## config.mk

```make
export PLATFORM = sky130hd
export DESIGN_NAME = toggle_event_rx
export DESIGN_NICKNAME = d
export VERILOG_FILES = /design/src/rtl/toggle_event_rx.sv
export SDC_FILE = /design/constraint.sdc
export NUM_CORES = 1
export LEC_CHECK = 0
export CORE_MARGIN = 1
export CORE_UTILIZATION = 45
export CTS_CLUSTER_DIAMETER = 60
export CTS_CLUSTER_SIZE = 40
export DETAILED_ROUTE_END_ITERATION = 8
export GPL_TIMING_DRIVEN = 0
export PLACE_DENSITY = 0.72
export SLEW_MARGIN = 20
export SYNTH_ARGS = -nofsm -noshare
export SYNTH_HDL_FRONTEND = slang
export SYNTH_SLANG_ARGS = --single-unit
```

## constraint.sdc

```tcl
create_clock -name clk -period 6.91 [get_ports clk]
set_clock_uncertainty 0.1 [all_clocks]
set_input_delay 1.382 -clock clk [delete_from_list [all_inputs] [get_ports clk]]
set_output_delay 1.382 -clock clk [all_outputs]
set_load 0.005 [all_outputs]
```

## src/rtl/toggle_event_rx.sv

```systemverilog
// Rebuilds events from a toggle-encoded line: sync, edge detect, saturating pending count, valid/ready out.
// Latency: a level change shows on evt_valid SYNC_STAGES+1 clk edges after it is first sampled.
// Backpressure: events accumulate while evt_ready is low; once full, new events are dropped and overflow is set.
module toggle_event_rx #(
    parameter int SYNC_STAGES = 2,
    parameter int CNT_W       = 4,
    parameter int TOTAL_W     = 16
) (
    input  logic               clk,
    input  logic               reset,
    input  logic               tog_in,
    output logic               evt_valid,
    input  logic               evt_ready,
    output logic [CNT_W-1:0]   pending,
    output logic               overflow,
    input  logic               clr_ovf,
    output logic [TOTAL_W-1:0] evt_total
);

    localparam logic [0:0] ST_INIT = 1'b0;
    localparam logic [0:0] ST_RUN  = 1'b1;

    localparam int                INIT_W    = $clog2(SYNC_STAGES + 1) + 1;
    localparam logic [INIT_W-1:0] INIT_LAST = INIT_W'(SYNC_STAGES);
    localparam logic [CNT_W-1:0]  PEND_MAX  = '1;

    logic [SYNC_STAGES-1:0] sync_q;
    logic                   sync_last;
    logic [0:0]             state_q,    state_d;
    logic [INIT_W-1:0]      init_cnt_q, init_cnt_d;
    logic                   prev_q,     prev_d;
    logic [CNT_W-1:0]       pend_q,     pend_d;
    logic                   ovf_q,      ovf_d;
    logic [TOTAL_W-1:0]     total_q,    total_d;

    logic edge_det;
    logic pop;
    logic drop;

    assign sync_last = sync_q[SYNC_STAGES-1];

    // INIT only tracks the line so a level already present at reset release is not seen as a change.
    assign edge_det  = (state_q == ST_RUN) && (sync_last ^ prev_q);

    assign evt_valid = (pend_q != '0);
    assign pop       = evt_valid & evt_ready;

    always_comb begin
        state_d    = state_q;
        init_cnt_d = init_cnt_q;
        prev_d     = sync_last;
        pend_d     = pend_q;
        ovf_d      = ovf_q;
        total_d    = total_q;
        drop       = 1'b0;

        if (state_q == ST_INIT) begin
            if (init_cnt_q == INIT_LAST) begin
                state_d = ST_RUN;
            end else begin
                init_cnt_d = init_cnt_q + INIT_W'(1);
            end
        end

        if (pop) begin
            total_d = total_q + TOTAL_W'(1);
        end

        // A simultaneous pop frees a slot, so a full buffer still accepts the incoming event.
        if (edge_det && !pop) begin
            if (pend_q == PEND_MAX) begin
                drop = 1'b1;
            end else begin
                pend_d = pend_q + CNT_W'(1);
            end
        end else if (pop && !edge_det) begin
            pend_d = pend_q - CNT_W'(1);
        end

        if (drop) begin
            ovf_d = 1'b1;
        end else if (clr_ovf) begin
            ovf_d = 1'b0;
        end
    end

    always_ff @(posedge clk) begin
        if (reset) begin
            sync_q     <= '0;
            state_q    <= ST_INIT;
            init_cnt_q <= '0;
            prev_q     <= 1'b0;
            pend_q     <= '0;
            ovf_q      <= 1'b0;
            total_q    <= '0;
        end else begin
            sync_q     <= {sync_q[SYNC_STAGES-2:0], tog_in};
            state_q    <= state_d;
            init_cnt_q <= init_cnt_d;
            prev_q     <= prev_d;
            pend_q     <= pend_d;
            ovf_q      <= ovf_d;
            total_q    <= total_d;
        end
    end

    assign pending   = pend_q;
    assign overflow  = ovf_q;
    assign evt_total = total_q;

endmodule

```

==> results.md <==
* Syn Area/Cell at 9.00 sq um
* Yosys warning total at 0
* DRT Pass-1 Iters at 4
* Layout cell share with drive strength beyond 1 at 0.0739
* Global Route Usage Sum at 0.187
* Sequential fraction of the synthesis area at 0.427
* PwrDens at 298 nW/um^2
* Worst-path fanout max at 10
* Setup violators final at 0
* Max rail drop VDD at 0.197 mV
* Syn_nets at 157
* First-pass GRT wire length at 4710 um
* WHS at 0.363 ns
* Final ANT Viol Nets at 0
* Min-delay worst type: flip-flop to flip-flop
* IO Port Bufs at 26
* Die height at 56.0 um
* Crit share post-route at 0.510
* Yosys cell types at 35
* Root Driver: clkbuf_4
* Relative slew slack at 0.683
* Number of synthesized flops with an enable pin at 0
* CTS Sinks at 28
* Fmax achieved at 0.284 GHz
* Largest net degree at the start of global routing at 17
* Startpoint types: primary input
* Top_reg_cell synth: dfxtp_1
* Syn Inst Count at 146
* Post-CTS sizing at 0
* Routed vias at 1120
* P_leak at 0.583 nW
* Crit. End Element: flip-flop
* Rows at 19
* Total congestion overflow at 0
* Vias in the first global route at 1081
* Ys async rst share at 0
* RSZ-0062 raised after global routing: no
* Initial core utilization at 0.476
* Setup Fix Bufs, Post-CTS at 0
* Final Total Pwr at 0.000496 W
* Worst-margin pin slew at 0.470 ns
* GPL Wtd Cong at 0.778
* DP Area at 1610 sq um
* Final instance area at 1670 sq um
* CTS max path bufs at 2
* Setup TNS at 0 ns
* Cell Area, Synth at 1310 sq um
* Worst-Skew Late Latency at 0.32 ns
* Starting DRT DRC Count at 19
* Total Wirelength at 2640 um
* FF+latch count, synth at 28
* DR vias/cell at 5.41
* Final Hold Fails at 0
* Fin nets at 188
* Core ar. at 2760 sq um
* Initial antenna violation count at 0
* Ports at 27
* Cts bufs inserted at 3
* Max-cap violations at 0
* Post-route minimum period at 3.53 ns
* Cell Count, Final, Fillers Out at 207
* H-Tree Depth at 1
* CP Data Required Time at 7.04 ns
* Clk pin slew, worst setup/hold paths at 0.15 ns
* Max-slew violations at 0
* Critical path arrival at 3.65 ns
* ANT cells at 0
* Area growth, synth to finish at 26.8%
* Average wire per standard cell at 12.8 um
* Placed cells at 203
* Post-DP HPWL at 1960 um
* DRC violation count after routing at 0
* Width of the die at 56.0 um
* CTS tree: yes
* Die area at 3140 sq um
* Status: completed
* Worst setup path class: primary input to flip-flop
* # hold bufs at CTS at 0
[layer usage]
layer	track usage	up-vias	wire, um
met3	0.0233	4	80
met4	0.0767	0	38
li1	-	572	-
met1	0.230	522	1200
met2	0.330	22	1320
met5	0	-	0
[sequential cells by signal, indices dropped and copies added, names as in the netlist]
name        flops
evt_total      16
overflow        1
sync_q          2
init_cnt_q      3
prev_q          1
state_q         1
pending         4
[synth_stat cells (2+ instances only)]
cell / instances / area (sq um)
or4_1: 3 / 22.5
nor3b_1: 2 / 15.0
nor2b_1: 6 / 37.5
ha_1: 5 / 62.6
xnor2_1: 8 / 70.1
xor2_1: 3 / 26.3
nand2_1: 6 / 22.5
mux2i_1: 2 / 20.0
a21oi_1: 12 / 60.1
nor3_1: 3 / 15.0
dfxtp_1: 28 / 561
nor2_1: 16 / 60.1
clkbuf_1: 4 / 15.0
inv_1: 7 / 26.3
nand4_1: 4 / 25.0
or3_1: 6 / 37.5
o21ai_0: 8 / 40.0
nand2b_1: 2 / 12.5
nand3_1: 5 / 25.0
[logic make-up (layout without fill, tap and decap cells)]
group	Yosys count	after routing	synth area share
multiplexers	3	3	0.0238
flip-flops	28	28	0.427
adder cells (fa/ha/maj)	6	6	0.0629
buffers and inverters	13	43	0.0438
AO/OA/AOI/OAI	26	26	0.121
XOR/XNOR	11	11	0.0733
AND/OR/NAND/NOR	59	59	0.249
[power breakdown]
group          switching [W]  internal, W  total, W
combinational      0.0000740     0.000101  0.000175
clock              0.0000462    0.0000586  0.000105
sequential         0.0000329     0.000184  0.000217
[cell type report]
| cell class | count | area, sq um |
|---|---|---|
| clock buffer | 3 | 22.5 |
| fill | 245 | 1090 |
| clock inverter | 1 | 30.0 |
| tap | 31 | 38.8 |
| buffer | 6 | 31.3 |
| sequential | 28 | 561 |
| inverter | 7 | 26.3 |
| multi-input combinational | 105 | 696 |
| timing repair buffer | 26 | 260 |
[final timing paths]
kind | start | slack, ns | cells after the start | end
hold / removal | sync_q[0]$_SDFF_PP0_ | 0.36 | 1 | sync_q[1]$_SDFF_PP0_
hold reg to reg | sync_q[0]$_SDFF_PP0_ | 0.36 | 1 | sync_q[1]$_SDFF_PP0_
setup reg to reg | pending[0]$_SDFFE_PP0P_ | 4.04 | 8 | pending[3]$_SDFFE_PP0P_
setup / recovery | evt_ready | 3.38 | 9 | pending[3]$_SDFFE_PP0P_
[stage by stage]
step                setup WS [ns]  utilization
floorplan                    3.75            -
global placement             3.06        0.585
detailed placement           3.06        0.585
CTS                          3.42        0.604
global route                 3.30        0.604
finish                       3.38        0.604
[worst max-delay path, cell delays in order]
cell	delay [ns]
clkdlybuf4s50_1	0.45
o41ai_2	0.11
buf_6	0.20
nand3_1	0.19
ha_1	0.34
a21o_2	0.21
a21oi_1	0.17
mux2i_1	0.25
mux2_2	0.35
[placed cells by master, fill, tap and decap left out, types with 2 or more instances in the layout]
cell type         n
inv_1             7
dfxtp_1          28
clkbuf_4          3
clkbuf_1          4
xnor2_1           8
nor3_1            3
clkdlybuf4s50_1  26
nand3_1           5
or4_1             3
nor3b_1           2
nand4_1           4
mux2i_1           2
o21ai_0           8
ha_1              5
or3_1             6
nor2_1           16
nand2b_1          2
nand2_1           6
xor2_1            3
a21oi_1          12
nor2b_1           6
No activity file was read; power rests on OpenSTA's default activity.
